### src/rtl/uart_pkg.sv
`default_nettype none
//==============================================================================
// Module   : uart_pkg
// Purpose  : Types and helpers shared by the host-link UART (uart_rx / uart_tx).
//            - state_t  : frame state encoding (explicit 3-bit width)
//            - PAR_*    : parity mode encoding for the PARITY parameter
//            - parity_bit() : expected parity bit for a data word
// Ports    : none (package)
// Revision : 1.0 - initial release
//==============================================================================
package uart_pkg;

    typedef enum logic [2:0] {
        IDLE     = 3'd0,
        START    = 3'd1,
        DATA     = 3'd2,
        PARITY_S = 3'd3,
        STOP     = 3'd4
    } state_t;

    localparam int PAR_NONE = 0;
    localparam int PAR_EVEN = 1;
    localparam int PAR_ODD  = 2;

    // Zero-extension to 32 bits leaves the XOR reduction unchanged, so one
    // function serves any data width up to 32.
    function automatic logic parity_bit(input logic [31:0] data, input int mode);
        return (mode == PAR_ODD) ? ~^data : ^data;
    endfunction

endpackage
`default_nettype wire

### src/rtl/uart_baud_gen.sv
`default_nettype none
//==============================================================================
// Module   : uart_baud_gen
// Purpose  : Oversample clock-enable generator for the host-link UART.
//            USE_NCO=0 : integer divider, period max(CLK_HZ/(BAUD*OVERSAMPLE),1)
//            USE_NCO=1 : phase accumulator, enable = accumulator carry-out
// Ports    : i_clk    - system clock
//            i_rst_n  - synchronous active-low reset
//            o_ce_ovr - one-cycle enable at BAUD*OVERSAMPLE rate
// Revision : 1.0 - initial release
//==============================================================================
module uart_baud_gen #(
    parameter int CLK_HZ     = 50_000_000,
    parameter int BAUD       = 115_200,
    parameter int OVERSAMPLE = 16,
    parameter int USE_NCO    = 0,
    parameter int ACCW       = 32
) (
    input  logic i_clk,
    input  logic i_rst_n,
    output logic o_ce_ovr
);

    generate
        if (USE_NCO != 0) begin : g_nco
            // Rounded increment: ((BAUD*OVERSAMPLE) << ACCW) / CLK_HZ
            localparam logic [63:0] c_num   = (64'(BAUD) * 64'(OVERSAMPLE)) << ACCW;
            localparam logic [63:0] c_inc64 = (c_num + 64'(CLK_HZ / 2)) / 64'(CLK_HZ);
            localparam logic [ACCW-1:0] c_inc = c_inc64[ACCW-1:0];

            logic [ACCW-1:0] r_acc;
            logic [ACCW:0]   w_sum;

            assign w_sum    = {1'b0, r_acc} + {1'b0, c_inc};
            assign o_ce_ovr = w_sum[ACCW];

            always_ff @(posedge i_clk) begin
                if (!i_rst_n) begin
                    r_acc <= '0;
                end else begin
                    r_acc <= w_sum[ACCW-1:0];
                end
            end
        end else begin : g_div
            localparam int c_raw    = CLK_HZ / (BAUD * OVERSAMPLE);
            localparam int c_period = (c_raw < 1) ? 1 : c_raw;
            localparam int c_cnt_w  = (c_period > 1) ? $clog2(c_period) : 1;
            localparam logic [c_cnt_w-1:0] c_last = c_cnt_w'(c_period - 1);

            logic [c_cnt_w-1:0] r_cnt;
            logic               w_wrap;

            assign w_wrap   = (r_cnt == c_last);
            assign o_ce_ovr = w_wrap;

            always_ff @(posedge i_clk) begin
                if (!i_rst_n) begin
                    r_cnt <= '0;
                end else if (w_wrap) begin
                    r_cnt <= '0;
                end else begin
                    r_cnt <= r_cnt + c_cnt_w'(1);
                end
            end
        end
    endgenerate

endmodule
`default_nettype wire

### src/rtl/uart_rx.sv
`default_nettype none
//==============================================================================
// Module   : uart_rx
// Purpose  : UART receiver. Idle-high serial line -> parallel word with
//            valid/ready handshake, parity/framing flags and overrun pulse.
// Ports    : i_clk        - system clock
//            i_rst_n      - synchronous active-low reset
//            i_rx         - asynchronous serial input, idle high
//            o_data       - received word (DATA_BITS)
//            o_valid      - o_data and error flags valid
//            i_ready      - consumer accepts word when o_valid & i_ready
//            o_parity_err - parity mismatch, qualified by o_valid
//            o_frame_err  - a stop bit was sampled 0, qualified by o_valid
//            o_overrun    - one-cycle pulse: word dropped because consumer stalled
//            o_busy       - receiver not in IDLE
// Options  : UART_RX_MAJORITY_EN - 2-of-3 vote over phases MID-2..MID,
//            decision at MID; otherwise a single sample at MID-1.
// Revision : 1.0 - initial release
//==============================================================================
module uart_rx
    import uart_pkg::*;
#(
    parameter int DATA_BITS  = 8,
    parameter int CLK_HZ     = 50_000_000,
    parameter int BAUD       = 115_200,
    parameter int OVERSAMPLE = 16,
    parameter int PARITY     = 0,
    parameter int STOP_BITS  = 1,
    parameter int USE_NCO    = 0,
    parameter int ACCW       = 32
) (
    input  logic                 i_clk,
    input  logic                 i_rst_n,
    input  logic                 i_rx,
    output logic [DATA_BITS-1:0] o_data,
    output logic                 o_valid,
    input  logic                 i_ready,
    output logic                 o_parity_err,
    output logic                 o_frame_err,
    output logic                 o_overrun,
    output logic                 o_busy
);

    localparam int c_mid  = OVERSAMPLE / 2;
    localparam int c_ph_w = $clog2(OVERSAMPLE);
    localparam int c_bi_w = (DATA_BITS > 1) ? $clog2(DATA_BITS) : 1;
`ifdef UART_RX_MAJORITY_EN
    localparam int c_dec  = c_mid;
`else
    localparam int c_dec  = c_mid - 1;
`endif
    localparam logic [c_ph_w-1:0] c_dec_ph    = c_ph_w'(c_dec);
    localparam logic [c_ph_w-1:0] c_last_ph   = c_ph_w'(OVERSAMPLE - 1);
    localparam logic [c_bi_w-1:0] c_bi_last   = c_bi_w'(DATA_BITS - 1);
    localparam logic              c_stop_last = 1'(STOP_BITS - 1);

    logic                 w_ce;
    logic [1:0]           r_sync;
    logic                 w_rx_s;
    logic                 w_bit;

    state_t               r_state, w_state_nxt;
    logic [c_ph_w-1:0]    r_phase, w_phase_nxt;
    logic [c_bi_w-1:0]    r_bit_idx, w_bit_idx_nxt;
    logic                 r_stop_idx, w_stop_idx_nxt;
    logic [DATA_BITS-1:0] r_shift, w_shift_nxt, w_shifted;
    logic                 r_perr_acc, w_perr_acc_nxt;
    logic                 r_ferr_acc, w_ferr_acc_nxt;
    logic                 r_armed, w_armed_nxt;
    logic                 w_complete;
    logic                 w_done_ferr;
    logic                 w_dec, w_last;

    logic [DATA_BITS-1:0] r_data, w_data_nxt;
    logic                 r_valid, w_valid_nxt;
    logic                 r_perr, w_perr_nxt;
    logic                 r_ferr, w_ferr_nxt;
    logic                 r_overrun, w_overrun_nxt;

    uart_baud_gen #(
        .CLK_HZ     (CLK_HZ),
        .BAUD       (BAUD),
        .OVERSAMPLE (OVERSAMPLE),
        .USE_NCO    (USE_NCO),
        .ACCW       (ACCW)
    ) u_baud (
        .i_clk    (i_clk),
        .i_rst_n  (i_rst_n),
        .o_ce_ovr (w_ce)
    );

    // Two-flop synchronizer; resets to the idle level so reset never looks
    // like a start edge.
    always_ff @(posedge i_clk) begin
        if (!i_rst_n) begin
            r_sync <= 2'b11;
        end else begin
            r_sync <= {r_sync[0], i_rx};
        end
    end
    assign w_rx_s = r_sync[1];

`ifdef UART_RX_MAJORITY_EN
    localparam logic [c_ph_w-1:0] c_pre2_ph = c_ph_w'(c_mid - 2);
    localparam logic [c_ph_w-1:0] c_pre1_ph = c_ph_w'(c_mid - 1);
    logic r_samp_a, r_samp_b;

    always_ff @(posedge i_clk) begin
        if (!i_rst_n) begin
            r_samp_a <= 1'b1;
            r_samp_b <= 1'b1;
        end else if (w_ce && (r_state != IDLE)) begin
            if (r_phase == c_pre2_ph) r_samp_a <= w_rx_s;
            if (r_phase == c_pre1_ph) r_samp_b <= w_rx_s;
        end
    end
    // Third vote is the live sample at the decision phase.
    assign w_bit = (r_samp_a & r_samp_b) | (r_samp_a & w_rx_s) | (r_samp_b & w_rx_s);
`else
    assign w_bit = w_rx_s;
`endif

    assign w_dec  = (r_phase == c_dec_ph);
    assign w_last = (r_phase == c_last_ph);

    // Frame sequencing: next state and datapath accumulators.
    always_comb begin
        w_state_nxt    = r_state;
        w_phase_nxt    = r_phase;
        w_bit_idx_nxt  = r_bit_idx;
        w_stop_idx_nxt = r_stop_idx;
        w_shift_nxt    = r_shift;
        w_perr_acc_nxt = r_perr_acc;
        w_ferr_acc_nxt = r_ferr_acc;
        w_armed_nxt    = r_armed;
        w_complete     = 1'b0;
        w_done_ferr    = r_ferr_acc;
        w_shifted      = r_shift >> 1;
        w_shifted[DATA_BITS-1] = w_bit;

        case (r_state)
            IDLE: begin
                // After a break the line must return high before the next
                // falling edge counts as a start bit.
                if (w_rx_s) w_armed_nxt = 1'b1;
                if (w_ce && r_armed && !w_rx_s) begin
                    w_state_nxt    = START;
                    w_phase_nxt    = '0;
                    w_perr_acc_nxt = 1'b0;
                    w_ferr_acc_nxt = 1'b0;
                end
            end
            START: begin
                if (w_ce) begin
                    if (w_dec && w_bit) begin
                        w_state_nxt = IDLE;
                        w_phase_nxt = '0;
                    end else if (w_last) begin
                        w_state_nxt   = DATA;
                        w_phase_nxt   = '0;
                        w_bit_idx_nxt = '0;
                    end else begin
                        w_phase_nxt = r_phase + c_ph_w'(1);
                    end
                end
            end
            DATA: begin
                if (w_ce) begin
                    if (w_dec) w_shift_nxt = w_shifted;
                    if (w_last) begin
                        w_phase_nxt = '0;
                        if (r_bit_idx == c_bi_last) begin
                            w_stop_idx_nxt = 1'b0;
                            if (PARITY != PAR_NONE) w_state_nxt = PARITY_S;
                            else                    w_state_nxt = STOP;
                        end else begin
                            w_bit_idx_nxt = r_bit_idx + c_bi_w'(1);
                        end
                    end else begin
                        w_phase_nxt = r_phase + c_ph_w'(1);
                    end
                end
            end
            PARITY_S: begin
                if (w_ce) begin
                    if (w_dec) w_perr_acc_nxt = (w_bit != parity_bit(32'(r_shift), PARITY));
                    if (w_last) begin
                        w_state_nxt    = STOP;
                        w_phase_nxt    = '0;
                        w_stop_idx_nxt = 1'b0;
                    end else begin
                        w_phase_nxt = r_phase + c_ph_w'(1);
                    end
                end
            end
            STOP: begin
                if (w_ce) begin
                    if (w_dec && (r_stop_idx == c_stop_last)) begin
                        // Finish at the mid-bit of the last stop bit so the
                        // next start edge can be caught without slip.
                        w_complete     = 1'b1;
                        w_done_ferr    = r_ferr_acc | ~w_bit;
                        w_ferr_acc_nxt = w_done_ferr;
                        w_state_nxt    = IDLE;
                        w_phase_nxt    = '0;
                        w_armed_nxt    = w_bit;
                    end else begin
                        if (w_dec && !w_bit) w_ferr_acc_nxt = 1'b1;
                        if (w_last) begin
                            w_stop_idx_nxt = 1'b1;
                            w_phase_nxt    = '0;
                        end else begin
                            w_phase_nxt = r_phase + c_ph_w'(1);
                        end
                    end
                end
            end
            default: begin
                w_state_nxt = IDLE;
                w_phase_nxt = '0;
            end
        endcase
    end

    // Output register: a new word is only accepted into the output slot when
    // it is empty or being emptied this very cycle.
    always_comb begin
        w_data_nxt    = r_data;
        w_valid_nxt   = r_valid;
        w_perr_nxt    = r_perr;
        w_ferr_nxt    = r_ferr;
        w_overrun_nxt = 1'b0;
        if (w_complete) begin
            if (!r_valid || i_ready) begin
                w_data_nxt  = r_shift;
                w_perr_nxt  = r_perr_acc;
                w_ferr_nxt  = w_done_ferr;
                w_valid_nxt = 1'b1;
            end else begin
                w_overrun_nxt = 1'b1;
            end
        end else if (r_valid && i_ready) begin
            w_valid_nxt = 1'b0;
        end
    end

    always_ff @(posedge i_clk) begin
        if (!i_rst_n) begin
            r_state <= IDLE;
        end else begin
            r_state <= w_state_nxt;
        end
    end

    always_ff @(posedge i_clk) begin
        if (!i_rst_n) begin
            r_phase    <= '0;
            r_bit_idx  <= '0;
            r_stop_idx <= 1'b0;
            r_shift    <= '0;
            r_perr_acc <= 1'b0;
            r_ferr_acc <= 1'b0;
            r_armed    <= 1'b0;
            r_data     <= '0;
            r_valid    <= 1'b0;
            r_perr     <= 1'b0;
            r_ferr     <= 1'b0;
            r_overrun  <= 1'b0;
        end else begin
            r_phase    <= w_phase_nxt;
            r_bit_idx  <= w_bit_idx_nxt;
            r_stop_idx <= w_stop_idx_nxt;
            r_shift    <= w_shift_nxt;
            r_perr_acc <= w_perr_acc_nxt;
            r_ferr_acc <= w_ferr_acc_nxt;
            r_armed    <= w_armed_nxt;
            r_data     <= w_data_nxt;
            r_valid    <= w_valid_nxt;
            r_perr     <= w_perr_nxt;
            r_ferr     <= w_ferr_nxt;
            r_overrun  <= w_overrun_nxt;
        end
    end

    assign o_data       = r_data;
    assign o_valid      = r_valid;
    assign o_parity_err = r_perr;
    assign o_frame_err  = r_ferr;
    assign o_overrun    = r_overrun;
    assign o_busy       = (r_state != IDLE);

endmodule
`default_nettype wire

### config.mk
export PLATFORM = sky130hd
export DESIGN_NAME = uart_rx
export DESIGN_NICKNAME = d
export VERILOG_FILES = /design/src/rtl/uart_pkg.sv /design/src/rtl/uart_baud_gen.sv /design/src/rtl/uart_rx.sv
export SDC_FILE = /design/constraint.sdc
export NUM_CORES = 1
export LEC_CHECK = 0
export CAP_MARGIN = 20
export CORE_MARGIN = 2
export CORE_UTILIZATION = 51
export DETAILED_ROUTE_END_ITERATION = 10
export PLACE_DENSITY = 0.82
export SLEW_MARGIN = 20
export SYNTH_ARGS = -nofsm -noshare
export SYNTH_HDL_FRONTEND = slang
export SYNTH_SLANG_ARGS = --single-unit
### constraint.sdc
create_clock -name i_clk -period 1.9 [get_ports i_clk]
set_clock_uncertainty 0.15 [all_clocks]
set_input_delay 0.475 -clock i_clk [delete_from_list [all_inputs] [get_ports i_clk]]
set_output_delay 0.475 -clock i_clk [all_outputs]
set_load 0.01 [all_outputs]
### After elaboration in Yosys (flattened, before gate mapping)

Index checks and enable logic that the tools add are counted.

| storage, ports and cells | value |
|---|---|
| register bits after elaboration | 41 |
| input port bits | 4 |
| output and inout bits | 13 |

| operators by class | value |
|---|---|
| $add $sub $neg | 3 |
| equal/unequal tests | 29 |
| mux-type cells | 58 |
| bitwise operators | 4 |
| reductions and logical operators | 30 |

Operator list:

| kind | number |
|---|---|
| 2-to-1 mux 3 bit | 17 |
| != test 2 bit (second input constant) | 16 |
| XOR reduction 32 bit | 1 |
| 2-to-1 mux 4 bit | 7 |
| 2-to-1 mux 1 bit | 27 |
| case mux 4 bit (4 select lines) | 1 |
| AND reduction 4 bit | 4 |
| case mux 3 bit (5 select lines) | 1 |
| AND reduction 10 bit | 1 |
| AND reduction 9 bit | 1 |
| nonzero test 2 bit | 4 |
| AND reduction 7 bit | 1 |
| == test 3 x 2 -> 1 bit (second input constant) | 2 |
| == test 3 bit (second input constant) | 2 |
| logical AND 1 bit | 6 |
| != test 3 bit (second input constant) | 2 |
| case mux 1 bit (2 select lines) | 3 |
| case mux 3 bit (2 select lines) | 1 |
| AND reduction 2 bit | 3 |
| nonzero test 3 bit | 2 |
| adder 5 x 1 -> 5 bit (second input constant) | 1 |
| == test 5 bit (second input constant) | 1 |
| adder 4 x 1 -> 4 bit (second input constant) | 1 |
| == test 4 x 3 -> 1 bit (second input constant) | 1 |
| other kinds (13) | 18 |

### Longest topological paths before layout

| logic depth | value |
|---|---|
| depth in word-level cells | 7 |
| gate-level depth with buffers | 9 |
| mapped depth without buffers | 7 |

### By module

A second synthesis with hierarchy kept.

| second synthesis, totals | value |
|---|---|
| cells, all modules | 213 |
| area, all modules | 1963.1 um2 |

Modules (own cells, without submodules):

| module | times used | cells each | area each (um2) | sequential area each (um2) |
|---|---|---|---|---|
| uart_rx | 1 | 191 | 1689.1 | 720.7 |
| uart_baud_gen | 1 | 22 | 274.0 | 100.1 |

### Worst setup path after synthesis

Ideal clock, no wire load.

| timing | value |
|---|---|
| path kind | reg-to-reg |
| start | register r_phase[0] |
| end | register r_data[1], in the netlist o_data[1] |
| arrival time | 1.532 ns |
| required time | 1.622 ns |
| slack | 0.090 ns |
| stages on the path, launching flop included | 8 |
| path buffers | 1 |
| cells stage by stage | dfxtp_1 -> ha_1 -> and4bb_2 -> nand4_4 -> nor2b_4 -> buf_6 -> mux2i_1 -> nor2_1 |

| between the ends | value |
|---|---|
| word-level cells in the longest chain between the ends | 6 |

RTL lines:

| what | RTL line | text |
|---|---|---|
| from (decl) | uart_rx.sv:63 | `logic [c_ph_w-1:0] r_phase, w_phase_nxt;` |
| from (signal assigned) | uart_rx.sv:270 | `r_phase <= w_phase_nxt;` |
| == test 4 x 3 -> 1 bit | uart_rx.sv:123 | `assign w_dec = (r_phase == c_dec_ph);` |
| logical AND 1 bit | uart_rx.sv:198 | `if (w_dec && (r_stop_idx == c_stop_last)) begin` |
| 2-to-1 mux 1 bit | uart_rx.sv:198 |  |
| 2-to-1 mux 1 bit | uart_rx.sv:197 | `if (w_ce) begin` |
| 2-to-1 mux 1 bit | uart_rx.sv:141 | `case (r_state)` |
| AND reduction 2 bit (no line) | -- |  |
| to (signal assigned) | uart_rx.sv:277 | `r_data <= w_data_nxt;` |
| to (decl) | uart_rx.sv:74 | `logic [DATA_BITS-1:0] r_data, w_data_nxt;` |

No other way between the ends.
A chain may end at the register's enable or synchronous reset.

### Final worst setup path

| timing | value |
|---|---|
| start | register u_baud.g_div.r_cnt[0] |
| end | register r_state[2] |

| between the ends | value |
|---|---|
| word-level cells in the longest chain between the ends | 5 |

RTL lines:

| what | RTL line | text |
|---|---|---|
| from (decl) | uart_baud_gen.sv:50 | `logic [c_cnt_w-1:0] r_cnt;` |
| from (signal assigned) | uart_baud_gen.sv:62 | `r_cnt <= r_cnt + c_cnt_w'(1);` |
| == test 5 bit * | uart_baud_gen.sv:53 | `assign w_wrap = (r_cnt == c_last);` |
| logical AND 1 bit (2 in series) | uart_rx.sv:146 | `if (w_ce && r_armed && !w_rx_s) begin` |
| != test 2 bit (no line) | -- |  |
| AND reduction 10 bit (no line) * | -- |  |
| to (signal assigned) | uart_rx.sv:251 | `r_state <= w_state_nxt;` |
| to (decl) | uart_rx.sv:62 | `state_t r_state, w_state_nxt;` |

Mark *: on every way between the ends. The rest lies on a longest branch, timed or not.

==> run metrics <==
outcome=finished, final reports clean; Tightest Hold Check Type=flop to flop; Ant. Diodes=0; antenna violations before repair=0; Inserted Clock Buffers=5; worst setup path category=flop to flop; maximum number of pins on one net before global-route repair=21; r2r setup slk=0.03 ns; vias per cell=5.55; commonest non-fill, non-tap cell in the layout=dfxtp_1; Seq/Total Area, Yosys=41.2%; Mapped Area=1990 µm²; first-pass GRT wire length=6.79 mm; setup violators final=0; GPL Wtd Cong=0.856; global route overflow=0; clock transition at the registers of the reported paths=0.07 ns; Final Hold Violating Endpoints=0; Initial Util=53.6%; share of layout cells above drive strength 1=20.6%; Crit path largest cell delay=0.33 ns; Slew @ Worst Pin=0.346 ns; register bit total from synthesis=41; final std cells w/o fill=305; DRT iter0 DRCs=101; Die Wd=66.5 µm; FF-to-FF path depth=9; maximum fanout along the worst path=6; cells along the critical path=inv_2, ha_4, and4b_1, buf_12, buf_4, mux2_4, a21oi_4, a21oi_2, o2bb2ai_1; Clock Latency Late Sink=0.30 ns; RSZ-0062 raised after global routing=yes; CTS max path bufs=2; CTS root buffer=clkbuf_8; PD cells=653 nW/µm²; vias in the first global route=1,596; synthesis-to-layout area growth=26.7%; Detail Placement HPWL=2.93 mm; Most used DFF post-synth=dfxtp_1; I/O Pins=17; Die Span Y=66.5 µm; Rel. slew slack=76.9%; Worst EP arrival=1.91 ns; Syn Area/Cell=8.97 µm²; CP Launch Type=flop; LEAKAGE=0.000920 µW; CTS tree=built; cell count after synthesis=222; Pins Over Slew Limit=0; Post-Route Setup TNS=0 ns; core box area=3720 µm²; Critical Path RT=1.94 ns; placed cells=293; Final Cycle Share=98.4%; GRT Total Usage=20.2%; Sink Count=41; synth unique cells=48; IR drop worst, VDD=0.592 mV; Post-CTS Hold Buffers=0; Slowest cell on crit path=dfxtp_2; most frequent cells in the layout=dfxtp_1, nand2_1, nor2_1, buf_4, a21oi_1; fmax=535 MHz; drt wl/cell=14.5 µm; max cap viols=0; Tot Pwr=1650 µW; via count=1,692; fill cell count=300; PortBufs=16; Routed Antenna Nets=0; Tmin final=1.87 ns; Hold Path Depth=1; H-Tree Depth=2; detailed-route DRC error count=0; Post-synth EDFFs=0; CP Capture Type=flop; Core Rows=22; asr flop ratio synth=0%; nets=265; final WL=4.41 mm; Pre-antenna DRT Iters=4; full die area=4420 µm²; Synth Warn #=0; syn_nets=231
==> power breakdown <==
| group | leakage (µW) | switching (µW) | total (µW) | internal, µW |
|---|---|---|---|---|
| clock | 0.0000585 | 289 | 717 | 428 |
| combinational | 0.000528 | 27.6 | 53.6 | 25.9 |
| sequential | 0.000333 | 9.54 | 878 | 868 |
| total | 0.000920 | 326 | 1650 | 1320 |
==> worst max-delay path, delay by kind of cell (launching register included) <==
| kind | cells | cell delay, ns |
|---|---|---|
| flops | 1 | 0.33 |
| buf+inv | 3 | 0.33 |
| compound gates | 3 | 0.32 |
| mux | 1 | 0.27 |
| simple gates | 1 | 0.21 |
| fa+ha+maj | 1 | 0.15 |
==> synth_stat cells (2+ instances only) <==
cell / number / area (µm²)
nand3_1: 8 / 40.0
dfxtp_1: 41 / 821
xor2_1: 2 / 17.5
buf_2: 6 / 30.0
nor2_1: 23 / 86.3
clkbuf_1: 4 / 15.0
or3_1: 2 / 12.5
mux2i_1: 12 / 120
xnor2_1: 8 / 70.1
and3_1: 2 / 12.5
nand3b_1: 5 / 37.5
o211a_1: 2 / 20.0
ha_1: 5 / 62.6
o211ai_1: 3 / 22.5
nor4_1: 3 / 18.8
o22ai_1: 2 / 12.5
buf_6: 3 / 33.8
nand2b_1: 6 / 37.5
inv_1: 5 / 18.8
o21ai_0: 2 / 10.0
o21bai_1: 2 / 15.0
a21oi_1: 18 / 90.1
nand2_1: 28 / 105
nor3_1: 3 / 15.0
a22oi_1: 4 / 30.0
==> path summary, 6_finish.rpt <==
path	from	to
worst min-delay path	r_sync[0]	r_sync[1]
worst max-delay path	u_baud.g_div.r_cnt[0]	r_state[2]
worst max register to register	u_baud.g_div.r_cnt[0]	r_state[2]
worst min register to register	r_sync[0]	r_sync[1]
==> sequential cells by signal (all words and copies together) (netlist names) <==
| signal | count |
|---|---|
| r_stop_idx | 1 |
| o_overrun | 1 |
| o_data | 8 |
| r_state | 3 |
| r_shift | 8 |
| o_frame_err | 1 |
| o_valid | 1 |
| r_phase | 4 |
| r_perr_acc | 1 |
| r_ferr_acc | 1 |
| r_armed | 1 |
| r_sync | 2 |
| r_bit_idx | 3 |
| u_baud.g_div.r_cnt | 5 |
| o_parity_err | 1 |
==> layout make-up <==
class	count	area (µm²)	area share (%)
clock buffers	7	86.3	3.42
multi-input cells	163	1120	44.5
well taps	48	60.1	2.38
repair buffers	40	378	15.0
flip-flops and latches	41	827	32.8
clock inverters	1	30.0	1.19
inverters	5	18.8	0.744
==> through the flow <==
step | instance area [µm²] | hold WS (ns) | util (%) | worst slack (ns)
floorplan | 1990 | 0.236 | - | 0.0901
global placement | 2310 | 0.251 | 62.1 | 0.0597
detailed placement | 2310 | 0.260 | 62.1 | 0.0189
CTS | 2420 | 0.283 | 65.3 | 0.00749
global route | 2520 | 0.290 | 67.9 | -0.0322
finish | 2520 | 0.274 | 67.9 | 0.0299
==> cell families (layout without fill, tap and decap cells) <==
group                    after synthesis  count (layout)  share of synthesized area [%]
AO/OA/AOI/OAI                         45              45                           15.6
XOR/XNOR                              10              10                           4.40
adder cells (fa/ha/maj)                5               5                           3.14
buffers and inverters                 18              53                           4.90
flip-flops                            41              41                           41.2
multiplexers                          13              13                           6.60
AND/OR/NAND/NOR                       90              90                           24.1
==> layer usage <==
metal  global-route usage [%]  wire, µm
met5                        0         0
met4                     8.42        82
met3                     4.22       296
met2                     36.3      2260
met1                     23.0      1770
==> timing repair <==
action	in CTS	in global routing
setup endpoints to repair	1	18
hold endpoints to repair	0	0
setup buffers	0	3
resized for setup	2	17
gates cloned	0	1
pin swaps	0	11
Note: power is estimated with default switching activity, not from simulation.
